### config.mk
export PLATFORM = sky130hd
export DESIGN_NAME = mem_bus_arbiter_flat
export DESIGN_NICKNAME = d
export VERILOG_FILES = /design/src/rtl/mem_bus_arbiter_if.sv /design/src/rtl/mem_bus_arbiter.sv /design/src/flat_wrapper.sv
export SDC_FILE = /design/constraint.sdc
export NUM_CORES = 1
export LEC_CHECK = 0
export ABC_AREA = 1
export CORE_MARGIN = 2
export CORE_UTILIZATION = 44
export CTS_CLUSTER_SIZE = 12
export DETAILED_ROUTE_END_ITERATION = 16
export MAX_ROUTING_LAYER = met4
export PLACE_DENSITY = 0.83
export SLEW_MARGIN = 20
export SYNTH_ARGS = -nofsm -noshare
export SYNTH_HDL_FRONTEND = slang
export SYNTH_SLANG_ARGS = --single-unit
### constraint.sdc
create_clock -name clk -period 3.7 [get_ports clk]
set_clock_uncertainty 0.1 [all_clocks]
set_input_delay 0.74 -clock clk [delete_from_list [all_inputs] [get_ports clk]]
set_output_delay 0.74 -clock clk [all_outputs]
set_load 0.1 [all_outputs]
### src/rtl/mem_bus_arbiter_if.sv
// Bus bundle between the two masters, the arbiter and the shared RAM.
// slave modport is the arbiter's view; master modport is the masters/RAM side.
interface mem_bus_arbiter_if #(
  parameter int AW = 9,
  parameter int DW = 16
);
  logic [2:0]    req0_cmd;
  logic [AW-1:0] req0_addr;
  logic [DW-1:0] req0_wdata;
  logic          ack0;
  logic [DW-1:0] rdata0;

  logic [2:0]    req1_cmd;
  logic [AW-1:0] req1_addr;
  logic [DW-1:0] req1_wdata;
  logic          ack1;
  logic [DW-1:0] rdata1;

  logic [2:0]    mem_cmd;
  logic [AW-1:0] mem_addr;
  logic [DW-1:0] mem_wdata;
  logic [DW-1:0] mem_rdata;

  logic          busy;
  logic [1:0]    grant;

  modport slave (
    input  req0_cmd, req0_addr, req0_wdata,
    input  req1_cmd, req1_addr, req1_wdata,
    input  mem_rdata,
    output ack0, rdata0, ack1, rdata1,
    output mem_cmd, mem_addr, mem_wdata,
    output busy, grant
  );

  modport master (
    output req0_cmd, req0_addr, req0_wdata,
    output req1_cmd, req1_addr, req1_wdata,
    output mem_rdata,
    input  ack0, rdata0, ack1, rdata1,
    input  mem_cmd, mem_addr, mem_wdata,
    input  busy, grant
  );
endinterface

### src/rtl/mem_bus_arbiter.sv
// Two-master arbiter for the shared 512x16 RAM with one-hot mem_cmd encoding.
// Optional MEM_ARB_FIXED_PRIO_EN: master 0 always wins ties instead of round-robin.
module mem_bus_arbiter #(
  parameter int READ_LAT = 1,
  parameter int AW       = 9,
  parameter int DW       = 16
) (
  input  logic         clk,
  input  logic         reset,
  mem_bus_arbiter_if.slave bus
);
  localparam logic [2:0] MNONE  = 3'b001;
  localparam logic [2:0] MREAD  = 3'b010;
  localparam logic [2:0] MWRITE = 3'b100;
  localparam logic [2:0] LAT_LOAD = 3'((READ_LAT < 1) ? 1 : READ_LAT);

  typedef enum logic [1:0] {IDLE, ACCESS, RESP} state_t;

  state_t        state, state_nx;
  logic [2:0]    mem_cmd, mem_cmd_nx;
  logic [AW-1:0] mem_addr, mem_addr_nx;
  logic [DW-1:0] mem_wdata, mem_wdata_nx;
  logic          ack0, ack0_nx, ack1, ack1_nx;
  logic [DW-1:0] rdata0, rdata0_nx, rdata1, rdata1_nx;
  logic          busy, busy_nx;
  logic [1:0]    grant, grant_nx;
  logic          last, last_nx;
  logic [2:0]    lat_cnt, lat_cnt_nx;

  logic valid0, valid1, pick1;

  assign valid0 = (bus.req0_cmd == MREAD) || (bus.req0_cmd == MWRITE);
  assign valid1 = (bus.req1_cmd == MREAD) || (bus.req1_cmd == MWRITE);

  always_comb begin
    state_nx     = state;
    mem_cmd_nx   = mem_cmd;
    mem_addr_nx  = mem_addr;
    mem_wdata_nx = mem_wdata;
    ack0_nx      = ack0;
    ack1_nx      = ack1;
    rdata0_nx    = rdata0;
    rdata1_nx    = rdata1;
    busy_nx      = busy;
    grant_nx     = grant;
    lat_cnt_nx   = lat_cnt;
`ifdef MEM_ARB_FIXED_PRIO_EN
    pick1   = valid1 && !valid0;
    last_nx = last;
`else
    // last names the previous tie winner; the other master takes the next tie
    pick1   = valid1 && (!valid0 || !last);
    last_nx = last;
    if (state == IDLE && valid0 && valid1) last_nx = pick1;
`endif

    case (state)
      IDLE: begin
        mem_cmd_nx = MNONE;
        if (valid0 || valid1) begin
          if (pick1) begin
            grant_nx     = 2'b10;
            mem_cmd_nx   = bus.req1_cmd;
            mem_addr_nx  = bus.req1_addr;
            mem_wdata_nx = bus.req1_wdata;
          end else begin
            grant_nx     = 2'b01;
            mem_cmd_nx   = bus.req0_cmd;
            mem_addr_nx  = bus.req0_addr;
            mem_wdata_nx = bus.req0_wdata;
          end
          busy_nx    = 1'b1;
          lat_cnt_nx = LAT_LOAD;
          state_nx   = ACCESS;
        end
      end
      ACCESS: begin
        if (mem_cmd == MWRITE || lat_cnt <= 3'd1) begin
          if (mem_cmd == MREAD) begin
            if (grant[1]) rdata1_nx = bus.mem_rdata;
            else          rdata0_nx = bus.mem_rdata;
          end
          if (grant[1]) ack1_nx = 1'b1;
          else          ack0_nx = 1'b1;
          mem_cmd_nx = MNONE;
          lat_cnt_nx = '0;
          state_nx   = RESP;
        end else begin
          lat_cnt_nx = lat_cnt - 3'd1;
        end
      end
      RESP: begin
        ack0_nx  = 1'b0;
        ack1_nx  = 1'b0;
        grant_nx = '0;
        busy_nx  = 1'b0;
        state_nx = IDLE;
      end
      default: begin
        mem_cmd_nx = MNONE;
        state_nx   = IDLE;
      end
    endcase
  end

  always_ff @(posedge clk) begin
    if (reset) begin
      state     <= IDLE;
      mem_cmd   <= MNONE;
      mem_addr  <= '0;
      mem_wdata <= '0;
      ack0      <= 1'b0;
      ack1      <= 1'b0;
      rdata0    <= '0;
      rdata1    <= '0;
      busy      <= 1'b0;
      grant     <= '0;
      last      <= 1'b1;
      lat_cnt   <= '0;
    end else begin
      state     <= state_nx;
      mem_cmd   <= mem_cmd_nx;
      mem_addr  <= mem_addr_nx;
      mem_wdata <= mem_wdata_nx;
      ack0      <= ack0_nx;
      ack1      <= ack1_nx;
      rdata0    <= rdata0_nx;
      rdata1    <= rdata1_nx;
      busy      <= busy_nx;
      grant     <= grant_nx;
      last      <= last_nx;
      lat_cnt   <= lat_cnt_nx;
    end
  end

  assign bus.mem_cmd   = mem_cmd;
  assign bus.mem_addr  = mem_addr;
  assign bus.mem_wdata = mem_wdata;
  assign bus.ack0      = ack0;
  assign bus.ack1      = ack1;
  assign bus.rdata0    = rdata0;
  assign bus.rdata1    = rdata1;
  assign bus.busy      = busy;
  assign bus.grant     = grant;
endmodule

### src/flat_wrapper.sv
// flat-port wrapper written by rule: the top's interface ports become plain ports
module mem_bus_arbiter_flat 
#(
  parameter int READ_LAT = 1,
  parameter int AW       = 9,
  parameter int DW       = 16
)
  (clk, reset, bus_req0_cmd, bus_req0_addr, bus_req0_wdata, bus_req1_cmd, bus_req1_addr, bus_req1_wdata, bus_mem_rdata, bus_ack0, bus_rdata0, bus_ack1, bus_rdata1, bus_mem_cmd, bus_mem_addr, bus_mem_wdata, bus_busy, bus_grant);
  mem_bus_arbiter_if #(.AW(AW), .DW(DW)) bus_i ();
  input  logic clk;
  input  logic reset;
  input wire logic [$bits(bus_i.req0_cmd)-1:0] bus_req0_cmd;
  input wire logic [$bits(bus_i.req0_addr)-1:0] bus_req0_addr;
  input wire logic [$bits(bus_i.req0_wdata)-1:0] bus_req0_wdata;
  input wire logic [$bits(bus_i.req1_cmd)-1:0] bus_req1_cmd;
  input wire logic [$bits(bus_i.req1_addr)-1:0] bus_req1_addr;
  input wire logic [$bits(bus_i.req1_wdata)-1:0] bus_req1_wdata;
  input wire logic [$bits(bus_i.mem_rdata)-1:0] bus_mem_rdata;
  output wire logic [$bits(bus_i.ack0)-1:0] bus_ack0;
  output wire logic [$bits(bus_i.rdata0)-1:0] bus_rdata0;
  output wire logic [$bits(bus_i.ack1)-1:0] bus_ack1;
  output wire logic [$bits(bus_i.rdata1)-1:0] bus_rdata1;
  output wire logic [$bits(bus_i.mem_cmd)-1:0] bus_mem_cmd;
  output wire logic [$bits(bus_i.mem_addr)-1:0] bus_mem_addr;
  output wire logic [$bits(bus_i.mem_wdata)-1:0] bus_mem_wdata;
  output wire logic [$bits(bus_i.busy)-1:0] bus_busy;
  output wire logic [$bits(bus_i.grant)-1:0] bus_grant;
  assign bus_i.req0_cmd = bus_req0_cmd;
  assign bus_i.req0_addr = bus_req0_addr;
  assign bus_i.req0_wdata = bus_req0_wdata;
  assign bus_i.req1_cmd = bus_req1_cmd;
  assign bus_i.req1_addr = bus_req1_addr;
  assign bus_i.req1_wdata = bus_req1_wdata;
  assign bus_i.mem_rdata = bus_mem_rdata;
  assign bus_ack0 = bus_i.ack0;
  assign bus_rdata0 = bus_i.rdata0;
  assign bus_ack1 = bus_i.ack1;
  assign bus_rdata1 = bus_i.rdata1;
  assign bus_mem_cmd = bus_i.mem_cmd;
  assign bus_mem_addr = bus_i.mem_addr;
  assign bus_mem_wdata = bus_i.mem_wdata;
  assign bus_busy = bus_i.busy;
  assign bus_grant = bus_i.grant;
  mem_bus_arbiter #(.READ_LAT(READ_LAT), .AW(AW), .DW(DW)) u_core (.clk(clk), .reset(reset), .bus(bus_i));
endmodule
# Word-level counts from Yosys, hierarchy flattened
# Cells that the tools add are included.
# classes
reduce_logical	23
n_eq_ne	12
addsub	1
bitwise_logic	2
magnitude_cmp	1
n_mux	23
# ops
op	n
2-to-1 mux 16 bit	1
2-to-1 mux 3 bit	5
AND reduction 2 bit	5
equality test 3 x 2 -> 1 bit (second input constant)	3
equality test 3 bit (second input constant)	3
2-to-1 mux 9 bit	1
case mux 3 bit (3 select lines)	1
2-to-1 mux 2 bit	4
case mux 2 bit (2 select lines)	2
AND reduction 4 bit	2
case mux 1 bit (2 select lines)	3
case mux 3 bit (2 select lines)	1
AND reduction 3 bit	2
nonzero test 2 bit	3
logical OR 1 bit	5
2-to-1 mux 1 bit	5
inequality test 2 x 1 -> 1 bit (second input constant)	2
inequality test 2 bit (second input constant)	2
less-or-equal comparator 3 x 1 -> 1 bit (second input constant)	1
logical AND 1 bit	3
subtractor 3 x 1 -> 3 bit (second input constant)	1
equality test 2 x 1 -> 1 bit (second input constant)	1
equality test 2 bit (second input constant)	1
zero test 1 bit	2
2 further kinds	3
# word_totals
register_bits	71
word_cells	74
out_inout_bits	65

# Depth between registers and ports, before layout
# Gate-level depths: netlist of the first run.
# logic_depth
word_depth	8
depth_mapped	11
depth_no_buf	10

# Worst setup path after synthesis of the first run
# OpenSTA, ideal clock, no wires.
# synth_path
path_kind	register to register
from	register u_core.mem_cmd[1], in the netlist u_core.bus.mem_cmd[1]
to	register u_core.rdata1[2], in the netlist u_core.bus.rdata1[2]
setup_ns	0.128
stages_incl_launch_ff	6
t_required_ns	3.472
setup_slack_ns	1.608
t_arrival_ns	1.864
path_buffers	1
path_cell_list	dfxtp_1 > nor3b_2 > nand4_1 > buf_2 > o21ai_0 > a21oi_1
# synth_between
elab_chain_len	3
# synth_lines
item	line	source
from (decl)	mem_bus_arbiter.sv:20	logic [2:0] mem_cmd, mem_cmd_nx;
from (signal assigned)	mem_bus_arbiter.sv:122	mem_cmd <= mem_cmd_nx;
equality test 3 bit	mem_bus_arbiter.sv:78	if (mem_cmd == MWRITE || lat_cnt <= 3'd1) begin
logical OR 1 bit	mem_bus_arbiter.sv:78	
AND reduction 4 bit (no source line) *	-	
to (signal assigned)	mem_bus_arbiter.sv:128	rdata1 <= rdata1_nx;
to (decl)	mem_bus_arbiter.sv:24	logic [DW-1:0] rdata0, rdata0_nx, rdata1, rdata1_nx;
# Every way passes the cells marked *; elsewhere a longest branch is shown, timed or not.
# A chain may end at the register's enable or synchronous reset.

# Worst setup path after layout of the first run
# layout_path
from	register u_core.grant[1], in the netlist u_core.bus.grant[1]
to	output port bus_grant[1]
# layout_rtl
item	line	source
from (decl)	mem_bus_arbiter.sv:26	logic [1:0] grant, grant_nx;
from (signal assigned)	mem_bus_arbiter.sv:130	grant <= grant_nx;
to (decl)	flat_wrapper.sv:27	output wire logic [$bits(bus_i.grant)-1:0] bus_grant;
# No word-level cell between the ends.

==> results.ini, run 1 <==
[clocking]
cts_sinks=71
path_clk_slew_ns=0.08
h-tree-depth=3
cts_buffers=9
clockRootBuffer=clkbuf_8
tritoncts=done
postCtsSetupBuffers=0
postCtsHoldBufs=0
post_cts_resized=0
clock_path_buffers=2
clk_latency_ns=0.34

[global_routing]
gr-total-overflow=0
grt_pass1_wl_um=13600
grt_usage_pct=20.8
grt_pass1_vias=3078
grt_max_degree=55
antenna_found_initial=0

[worst_setup_path]
critPathCaptureType=output pin
cp-start-kind=flop
criticalPathCategory=reg -> out
worstPathCellList=clkdlybuf4s50_1
crit_arrival_ns=1.92
cp_slowest_cell=clkdlybuf4s50_1
cp_top_family=buffers and inverters
crit_buf_inv=1
crit_fanout=5
crit_path_max_incr_delay_ns=1.17
r2r_slack_ns=1.28
crit_required_ns=2.86

[logic_synthesis]
synth_edf_count=0
async_flop_share_pct=0
yosysMostFrequentCell=nand2_1
syn-num-nets=555
seq_area_frac_synth_pct=43.4
synth.area.top_cells=dfxtp_1, nand2_1, inv_1
yosys_register_bits=71
synth_commonest_cells=nand2_1, inv_1, dfxtp_1
ys_types=25
syn_avg_cell_area_um2=6.88
synth_top_area_share_pct=43.4
syn_area_mm2=0.00327
synthFlopType=dfxtp_1
synth_top_area_cell=dfxtp_1
yosys_warnings=0
syn_inst=476

[floorplan]
dieWidth_um=90.3
initial_core_util_pct=45.4
ios=139
core_area_mm2=0.00721
floorplan.rows=31
die-height_um=90.3
dieArea_mm2=0.00815

[route]
dr.pass1.iters=6
drc=0
drt-vias-per-instance=4.73
vias=3346
drtIter0Drc=105
wire_per_inst_um=11.8
wirelength_um=8340
final_antenna_net_count=0

[sta]
maxSlewHeadroom_pct=31.1
layout_min_cycle_time_ns=2.76
hold_violations=0
drv_slew=0
fmax_mhz=362
fin_crit_sh_pct=74.6
tightest_slew_ns=1.03
finalWorstSetupSlack_ns=0.938
setup_viol=0
rsz0062_at_grt=false
tns_ns=0

[pwr]
power_density_mw_per_mm2=515
ir_worst_vdd_mv=0.308
p_leak_nw=2.08

[place]
place_ws_ns=0.966
port_buffers=138
hpwlAfterDp_um=6180
place.gp.congestion=0.863

[finish]
syn_to_final_growth_pct=47.3
drive_above_1_share_pct=5.25
n_antenna_cell=0
nNetsFinal=683

[outcome]
outcome=complete, no violations

[job]
drv_cap=0

[min_path]
min-delay-path-class=reg -> reg

-- flip-flops by register name, summed over array words and instances, names as in the netlist, 2 cells and up --
| signal | cells |
|---|---|
| u_core.lat_cnt | 3 |
| u_core.state | 2 |
| u_core.bus.mem_addr | 9 |
| u_core.bus.mem_cmd | 3 |
| u_core.bus.rdata1 | 16 |
| u_core.bus.rdata0 | 16 |
| u_core.bus.grant | 2 |
| u_core.bus.mem_wdata | 16 |
-- layer usage --
layer | wire length [um] | vias to the layer above | track usage (%)
met3 | 798 | 12 | 7.93
met1 | 3470 | 1459 | 22.8
li1 | - | 1735 | -
met5 | 0 | - | -
met2 | 3970 | 140 | 35.0
met4 | 101 | 0 | 7.05
-- area by class of cell --
cell class	instances	area (um^2)
Fill cell	650	2390
Clock buffer	10	138
Sequential cell	71	1420
Clock inverter	6	43.8
Timing Repair Buffer	141	1410
Multi-Input combinational cell	302	1390
Inverter	79	299
Tap cell	99	124
-- per-stage QoR --
stage	cells	utilization, %	power, mW	cell area [um^2]	hold WS [ns]
2_1_floorplan	476	-	1.69	3270	0.356
3_3_place_gp	691	64.2	1.92	4630	0.331
3_5_place_dp	691	64.2	1.94	4630	0.335
4_1_cts	707	66.7	2.50	4810	0.346
5_1_grt	708	66.9	2.61	4820	0.365
6_report	708	66.9	2.48	4820	0.347
-- final timing paths --
check	start	to	cells past startpoint
hold reg to reg	u_core.bus.rdata1[6]	u_core.bus.rdata1[6]	2
hold / removal	u_core.bus.rdata1[6]	u_core.bus.rdata1[6]	2
setup / recovery	u_core.bus.grant[1]	bus_grant[1]	1
setup reg to reg	u_core.state[1]	u_core.bus.rdata0[1]	7
-- report_power, final --
part	internal, mW	switching, mW	leakage [nW]
Combinational	0.287	0.749	1.40
Clock	0.264	0.299	0.0926
Sequential	0.841	0.0437	0.580
Total	1.39	1.09	2.08
-- cell usage in the layout (no fill, tap or decap), types with 2 or more instances in the layout --
cell type	instances
nand3_1	41
clkinv_2	2
nor2_1	60
ha_1	5
clkdlybuf4s50_1	137
nand4_1	4
clkbuf_8	10
buf_4	3
a21oi_1	42
clkinv_4	2
inv_2	2
nand3_2	2
dfxtp_1	71
o21ai_0	35
inv_1	76
nand2_1	104
nand2_2	3
-- cells by family (layout without fill, tap and decap cells) --
kind of cell	Yosys count	after routing	synth area share (%)
adders and majority gates	5	5	1.91
DFF	71	71	43.4
and+or+nand+nor	217	217	28.1
AOI/OAI and AO/OA	80	80	12.5
buffers and inverters	103	236	14.1
Note: power is estimated with default switching activity, not from simulation.
==> inputs of run 2 (changes only) <==
--- a/config.mk
+++ b/config.mk
@@ -7,11 +7,11 @@
 export LEC_CHECK = 0
 export ABC_AREA = 1
 export CORE_MARGIN = 2
-export CORE_UTILIZATION = 44
+export CORE_UTILIZATION = 43
 export CTS_CLUSTER_SIZE = 12
 export DETAILED_ROUTE_END_ITERATION = 16
 export MAX_ROUTING_LAYER = met4
-export PLACE_DENSITY = 0.83
+export PLACE_DENSITY = 0.81
 export SLEW_MARGIN = 20
 export SYNTH_ARGS = -nofsm -noshare
 export SYNTH_HDL_FRONTEND = slang
==> constraint.sdc (replaced) <==
create_clock -name clk -period 2.6 [get_ports clk]
set_clock_uncertainty 0.1 [all_clocks]
set_input_delay 0.52 -clock clk [delete_from_list [all_inputs] [get_ports clk]]
set_output_delay 0.52 -clock clk [all_outputs]
set_load 0.1 [all_outputs]
==> results.ini, run 2 (synthesis results as in run 1) <==
[outcome]
outcome=complete, no violations

[finish]
drive_above_1_share_pct=16.0
syn_to_final_growth_pct=44.1
most-common-layout-cells=nand2_1, inv_1, clkdlybuf4s50_1
fill_cells=668
n_antenna_cell=0
layout_commonest_cell=nand2_1
final_area_mm2=0.00472
reg.largest.list=u_core.bus.mem_wdata x16, u_core.bus.rdata0 x16, u_core.bus.rdata1 x16
nNetsFinal=685

[route]
wire_per_inst_um=11.5
drc=0
final_antenna_net_count=0
dr.pass1.iters=5
vias=3294
drtIter0Drc=93
drt-vias-per-instance=4.64
wirelength_um=8200

[sta]
drv_slew=0
setup_viol=0
fmax_mhz=501
tightest_slew_ns=0.502
fin_crit_sh_pct=76.8
finalWorstSetupSlack_ns=0.603
layout_min_cycle_time_ns=2.00
hold_slack_ns=0.346
rsz0062_at_grt=false
tns_ns=0
hold_violations=0
maxSlewHeadroom_pct=66.5

[clocking]
path_clk_slew_ns=0.08
clock_path_buffers=2
cts_sinks=71
clk_latency_ns=0.35
postCtsHoldBufs=0
cts_buffers=9
tritoncts=done
clockRootBuffer=clkbuf_8
postCtsSetupBuffers=0
h-tree-depth=3
post_cts_resized=0

[job]
drv_cap=0

[global_routing]
grt_usage_pct=20.5
grt_pass1_vias=3018
antenna_found_initial=0
grt_max_degree=55
gr-total-overflow=0
grt_pass1_wl_um=13300

[pwr]
seqPwrFrac_pct=34.1
p_int_mw=2.13
power_density_mw_per_mm2=786
pwr-share-comb_pct=38.7
p_leak_nw=2.23
clockPowerShare_pct=27.2
switching_share_pct=42.6
power_switching_mw=1.58
ir_worst_vdd_mv=0.411

[place]
place_ws_ns=0.261
placedInstanceArea_mm2=0.00449
port_buffers=138
place.gp.congestion=0.811
hpwlAfterDp_um=6050

[floorplan]
floorplan.rows=31
dieWidth_um=91.3
initial_core_util_pct=44.7
ios=139
die-height_um=91.3
core_area_mm2=0.00733
dieArea_mm2=0.00833

[worst_setup_path]
criticalPathCategory=in -> reg
cp-start-kind=input pin
crit_path_max_incr_delay_ns=0.50
r2r_slack_ns=0.86
crit_fanout=54
critPathCaptureType=flop
crit_arrival_ns=2.14
cp_slowest_cell=clkdlybuf4s50_1
worstPathCellList=clkdlybuf4s50_1 > inv_1 > nand2_2 > nand3_2 > nand2_2 > nand2_4 > inv_4 > nand3_1 > nand2_1 > inv_1
crit_required_ns=2.75

[min_path]
min-delay-path-class=reg -> reg

-- run 2: cell types whose count changed in the layout (fill, tap and decap cells not counted) --
cell | before | now
buf_6 | 1 | 0
clkinvlp_4 | 1 | 0
clkdlybuf4s50_1 | 137 | 73
buf_4 | 3 | 70
clkinv_4 | 2 | 0
clkinv_2 | 2 | 1
inv_8 | 0 | 1
clkbuf_8 | 10 | 9
bufinv_16 | 0 | 2
inv_6 | 1 | 3
-- run 2: critical path: cells and delay by family --
kind	cells	cell delay (ns)
buffers and inverters	4	0.97
AND/OR/NAND/NOR	6	0.62
-- run 2: path summary, 6_finish.rpt --
| check | start | endpoint | depth (start not counted) |
|---|---|---|---|
| max | bus_req0_cmd[1] | u_core.bus.mem_wdata[12] | 10 |
| min reg2reg | u_core.bus.rdata1[8] | u_core.bus.rdata1[8] | 2 |
| min | u_core.bus.rdata1[8] | u_core.bus.rdata1[8] | 2 |
| max reg2reg | u_core.state[1] | u_core.bus.rdata0[5] | 8 |
-- run 2: metrics by stage --
stage	util (%)	power, mW	instances
3_5_place_dp	61.3	2.73	694
4_1_cts	64.4	3.74	710
6_report	64.4	3.71	710
5_1_grt	64.4	3.91	710
2_1_floorplan	-	2.40	476
3_3_place_gp	61.3	2.71	694
-- run 2: per-layer routing --
layer | up-vias | track usage (%) | share of wire [%]
met5 | - | - | 0
met4 | 0 | 8.21 | 1.2
met3 | 7 | 6.39 | 8.8
met2 | 121 | 32.4 | 46
met1 | 1426 | 24.5 | 44
li1 | 1740 | - | -
-- run 2: layout make-up --
class	instances	area, um^2	area share [%]
repair buffers	143	1260	26.6
clock inverters	7	103	2.17
inverters	79	299	6.34
well taps	99	124	2.62
multi-input cells	302	1390	29.5
flip-flops and latches	71	1420	30.1
clock buffers	9	124	2.62
-- run 2: power by group through the flow --
stage                     sequential, mW  clock (mW)  combinational (mW)
after global placement              1.29           0                1.42
after detailed placement            1.29           0                1.44
after CTS                           1.27        1.03                1.44
after global routing                1.28        1.09                1.54
after floorplan                     1.94           0               0.462
final                               1.27        1.01                1.44
==> inputs of run 3 (changes only) <==
==> constraint.sdc (replaced) <==
create_clock -name clk -period 2.1 [get_ports clk]
set_clock_uncertainty 0.1 [all_clocks]
set_input_delay 0.42 -clock clk [delete_from_list [all_inputs] [get_ports clk]]
set_output_delay 0.42 -clock clk [all_outputs]
set_load 0.1 [all_outputs]
==> results.ini, run 3 (synthesis results as in run 1) <==
[worst_setup_path]
worstReg2RegEnd=u_core.bus.rdata0[15]
worstPathCellList=clkdlybuf4s50_1 > inv_1 > nand2_2 > nand3_2 > nand2_2 > nand2_4 > inv_4 > buf_4 > nand3_1 > nand2_1 > inv_1
crit_arrival_ns=1.89
reg2reg_from=u_core.state[1]
crit_required_ns=2.25
criticalPathCategory=in -> reg
critPathCaptureType=flop
cp-start-kind=input pin
r2r_slack_ns=0.39
cp_top_family=buffers and inverters
cp_slowest_cell=clkdlybuf4s50_1
crit_buf_inv=5
r2r_cells=8
crit_fanout=11
crit_path_max_incr_delay_ns=0.51

[global_routing]
grt_usage_pct=21.5
antenna_found_initial=0
grt_pass1_vias=3136
grt_pass1_wl_um=14100
gr-total-overflow=0
grt_max_degree=33

[route]
final_antenna_net_count=0
dr.pass1.iters=4
wire_per_inst_um=11.8
drt-vias-per-instance=4.68
wirelength_um=8470
vias=3356
drtIter0Drc=84
drc=0

[min_path]
holdCritStartpoint=u_core.bus.rdata1[8]
min-delay-path-class=reg -> reg
min_path_cells=2
min_delay_worst_endpoint=u_core.bus.rdata1[8]

[finish]
syn_to_final_growth_pct=46.4
finalNonFillerCells=717
most-common-layout-cells=nand2_1, inv_1, clkdlybuf4s50_1
layout_commonest_cell=nand2_1
nNetsFinal=692
reg.largest.list=u_core.bus.mem_wdata x16, u_core.bus.rdata0 x16, u_core.bus.rdata1 x16
n_antenna_cell=0
drive_above_1_share_pct=17.0
final_util_pct=65.4

[clocking]
postCtsSetupBuffers=0
clock_path_buffers=2
clk_latency_ns=0.35
h-tree-depth=3
clockRootBuffer=clkbuf_8
cts_buffers=9
tritoncts=done
postCtsHoldBufs=0
cts_sinks=71
path_clk_slew_ns=0.08
post_cts_resized=0

[sta]
rsz0062_at_grt=false
tns_ns=0
tightest_slew_ns=0.303
setup_viol=0
maxSlewHeadroom_pct=79.7
fin_crit_sh_pct=82.8
drv_slew=0
hold_violations=0
fmax_mhz=575
layout_min_cycle_time_ns=1.74

[floorplan]
initial_core_util_pct=44.7
floorplan.rows=31
dieArea_mm2=0.00833
core_area_mm2=0.00733
ios=139
die-height_um=91.3
dieWidth_um=91.3

[place]
place.gp.congestion=0.848
hpwlAfterDp_um=6500
dp.cells=701
port_buffers=138

[outcome]
outcome=complete, no violations

[pwr]
power_density_mw_per_mm2=930
p_leak_nw=2.25
ir_worst_vdd_mv=0.471
power.total_mw=4.46

[job]
drv_cap=0

run 3: worst max path at each step:
stage,slack [ns],from,end,cells after the start
6_report,0.36,bus_req0_cmd[1],u_core.bus.mem_addr[1],11
4_1_cts,0.38,bus_req1_cmd[2],u_core.bus.mem_addr[1],11
5_1_grt,0.20,u_core.state[1],u_core.bus.rdata0[2],8
3_5_place_dp,0.003,bus_req1_cmd[2],u_core.bus.mem_addr[1],11
3_3_place_gp,0.13,bus_req1_cmd[2],u_core.bus.mem_addr[4],11
2_1_floorplan,0.008,u_core.bus.mem_cmd[1],u_core.bus.rdata1[2],5
run 3: cell type report:
cell class	count	area, um^2
inverter	79	299
sequential	71	1420
timing repair buffer	150	1370
multi-input combinational	302	1390
fill	622	2540
clock inverter	7	61.3
clock buffer	9	124
tap	99	124
run 3: report_power, final:
group	total, mW	switching, mW	leakage, nW	internal [mW]
combinational	1.85	1.33	1.59	0.526
clock	1.03	0.583	0.0888	0.451
sequential	1.57	0.0899	0.580	1.48
run 3: worst min-delay path, stage by stage, from the launching register on:
cell and delay [ns]:
dfxtp_1 0.32, inv_1 0.04, a21oi_1 0.05
run 3: metrics by stage:
| step | setup slack, ns | hold WS, ns | area (um^2) |
|---|---|---|---|
| CTS | 0.383 | 0.349 | 4790 |
| global route | 0.202 | 0.370 | 4790 |
| finish | 0.361 | 0.345 | 4790 |
| floorplan | 0.00806 | 0.356 | 3270 |
| global placement | 0.132 | 0.331 | 4610 |
| detailed placement | 0.00330 | 0.336 | 4610 |
run 3: per-layer routing:
layer	global-route usage (%)	routed length, um	up-vias
met3	6.22	705	15
met2	35.9	4090	126
met1	24.3	3530	1462
met4	8.33	148	0
met5	-	0	-
li1	-	-	1753
==> RTL edit: new RTL, flow settings as in run 3 <==
`AW` is set to 9 in 3 places; all go to 8.
--- a/src/rtl/mem_bus_arbiter_if.sv
+++ b/src/rtl/mem_bus_arbiter_if.sv
@@ -1,7 +1,7 @@
 // Bus bundle between the two masters, the arbiter and the shared RAM.
 // slave modport is the arbiter's view; master modport is the masters/RAM side.
 interface mem_bus_arbiter_if #(
-  parameter int AW = 9,
+  parameter int AW = 8,
   parameter int DW = 16
 );
   logic [2:0]    req0_cmd;
--- a/src/rtl/mem_bus_arbiter.sv
+++ b/src/rtl/mem_bus_arbiter.sv
@@ -2,7 +2,7 @@
 // Optional MEM_ARB_FIXED_PRIO_EN: master 0 always wins ties instead of round-robin.
 module mem_bus_arbiter #(
   parameter int READ_LAT = 1,
-  parameter int AW       = 9,
+  parameter int AW       = 8,
   parameter int DW       = 16
 ) (
   input  logic         clk,
--- a/src/flat_wrapper.sv
+++ b/src/flat_wrapper.sv
@@ -2,7 +2,7 @@
 module mem_bus_arbiter_flat 
 #(
   parameter int READ_LAT = 1,
-  parameter int AW       = 9,
+  parameter int AW       = 8,
   parameter int DW       = 16
 )
   (clk, reset, bus_req0_cmd, bus_req0_addr, bus_req0_wdata, bus_req1_cmd, bus_req1_addr, bus_req1_wdata, bus_mem_rdata, bus_ack0, bus_rdata0, bus_ack1, bus_rdata1, bus_mem_cmd, bus_mem_addr, bus_mem_wdata, bus_busy, bus_grant);
Interface: changed (resized bus_mem_addr, bus_req0_addr and bus_req1_addr); port bits go from 139 to 136. The function was not compared with the original's and may differ.
==> RTL edit against run 3 <==
Total power rose by 5.8%; critical path type unchanged; sequential cell count decreased by 1; register-to-register slack about the same; fmax shrank 4.7%; via count decreased by 0.12%; routed wire length shrank 3.1%; setup slack got worse by 0.086 ns; core utilization is essentially flat; design area shrank 1.1%; synthesized cell count is 1.3% lower; synthesized area is 1.4% lower; die area fell by 1.4%.
==> RTL edit: results (changes against run 3) <==
stage;metric;value;unit;change
critical_path;max_stage_delay;0.53;ns;was 0.51 ns
min_path;hp-start;u_core.bus.rdata1[10];;was u_core.bus.rdata1[8]
finish;antennaDiodeCount;0;;unchanged
place;dp.cells;691;;was 701
synth;synth_cells;470;;was 476
synth;synth_warnings;0;;unchanged
critical_path;reg2reg_from;u_core.lat_cnt[1];;was u_core.state[1]
finish;drive_above_1_share;0.1694;;was 0.1699
detailed_routing;wl_met3;773;um;was 705 um
place;portBuffers;135;;was 138
synth;synth-main-ff-cell;dfxtp_1;;unchanged
detailed_routing;highest_layer;met4;;unchanged
place;post-place-ws;-0.03350;ns;was 0.003295 ns
detailed_routing;routed_via_density;4.741;;was 4.681
synth;synthTopCellsByArea;dfxtp_1 43%, nand2_1 12%, inv_1 8.5%;;was dfxtp_1 43%, nand2_1 12%, inv_1 8.7%
detailed_routing;wl_met1;3.366;mm;was 3.532 mm
clock_tree;cts_setup_buffers;0;;unchanged
clock_tree;cts.repair.resized;0;;unchanged
critical_path;r2r-end;u_core.state[1];;was u_core.bus.rdata0[15]
min_path;hold_depth;2;;unchanged
finish;instances_no_fill;707;;was 717
clock_tree;ctsHtreeMaxLevel;3;;unchanged
clock_tree;numCtsBuffers;9;;unchanged
place;gp_congestion;0.8965;;was 0.8483
clock_tree;clockRootBuffer;clkbuf_8;;unchanged
global_routing;grt_max_degree;36;;was 33
synth;ys_seq_area_frac;0.4341;;about the same
sta;tightest_slew;0.4800;ns;was 0.3031 ns
critical_path;cp.arrival;2.01;ns;was 1.89 ns
pwr;p_leak;2.232;nW;was 2.255 nW
synth;synth_nets;547;;was 555
global_routing;grt_pass1_vias;3146;;was 3,136
synth;synth_common_cells;106 x nand2_1, 73 x inv_1, 70 x dfxtp_1;;was 104 x nand2_1, 76 x inv_1, 71 x dfxtp_1
critical_path;critPathMaxFanout;20;;was 11
clock_tree;clock_latency;0.33;ns;was 0.35 ns
global_routing;grt_pass1_wl;13.65;mm;was 14.10 mm
min_path;hold_path_end;u_core.bus.rdata1[10];;was u_core.bus.rdata1[8]
detailed_routing;wl_met2;3.957;mm;was 4.086 mm
critical_path;worst_r2r_path_depth;7;;was 8
clock_tree;cts_buffer_depth;2;;unchanged
global_routing;antenna_found_initial;0;;unchanged
finish;final_nets;680;;was 692
clock_tree;path_clk_slew;0.08;ns;about the same
detailed_routing;drt_iter0_drc;88;;was 84
sta;clock.fmax;0.5480;GHz;was 0.5750 GHz
synth;async_flop_share;0;;unchanged
sta;hold_slack;0.3457;ns;was 0.3446 ns
pwr;irDropWorstVdd;0.0005720;V;was 0.0004712 V
place;post-dp-hpwl;6.265;mm;was 6.504 mm
global_routing;grtUsageTotal;0.2056;;was 0.2148
detailed_routing;drt_first_pass_iters;5;;was 4
status;status;finished clean;;unchanged
detailed_routing;wl;8.212;mm;was 8.473 mm
critical_path;ff2ff_setup_slack;0.39;ns;about the same
-- RTL edit: kinds of logic after synthesis --
group | synth area share
flops | 0.4341
fa+ha+maj | 0.01938
compound gates | 0.1267
buf+inv | 0.1419
simple gates | 0.2779
-- RTL edit: where the power goes --
group          switching (W)  internal, W  total [W]
registers          0.0000940      0.00147    0.00156
clock network       0.000543     0.000687    0.00123
logic                0.00138     0.000541    0.00192
total                0.00202      0.00270    0.00472
-- RTL edit: how the worst max path moves through the flow --
stage / from / cells past startpoint / end
6_report: bus_req0_cmd[2] / 10 / u_core.bus.mem_addr[7]
5_1_grt: bus_req0_cmd[1] / 10 / u_core.bus.mem_wdata[0]
2_1_floorplan: u_core.bus.mem_cmd[1] / 5 / u_core.bus.rdata1[14]
4_1_cts: bus_req0_cmd[2] / 10 / u_core.bus.mem_addr[7]
3_3_place_gp: bus_req1_cmd[2] / 11 / u_core.bus.mem_addr[7]
3_5_place_dp: bus_req0_cmd[2] / 10 / u_core.bus.mem_addr[7]
-- RTL edit: layout make-up --
type	count	area, um2
Multi-Input combinational cell	299	1369
Fill cell	624	2512
Sequential cell	70	1401
Clock buffer	9	123.9
Inverter	77	292.8
Tap cell	99	123.9
Clock inverter	7	106.4
Timing Repair Buffer	146	1324
-- RTL edit: critical path: cells and delay by family --
kind                   cells  cell delay (ns)
and+or+nand+nor            6             0.69
buffers and inverters      4             0.89
-- RTL edit: through the flow --
stage	cell area [um2]	TNS (ns)
floorplan	3228	0
global placement	4511	0
detailed placement	4511	-0.06753
CTS	4741	0
global route	4741	0
finish	4741	0
-- RTL edit: per-layer routing --
metal | up-vias | track usage
li1 | 1724 | -
met1 | 1473 | 0.2251
met2 | 141 | 0.3476
met3 | 14 | 0.07346
met4 | 0 | 0.06795
met5 | - | -
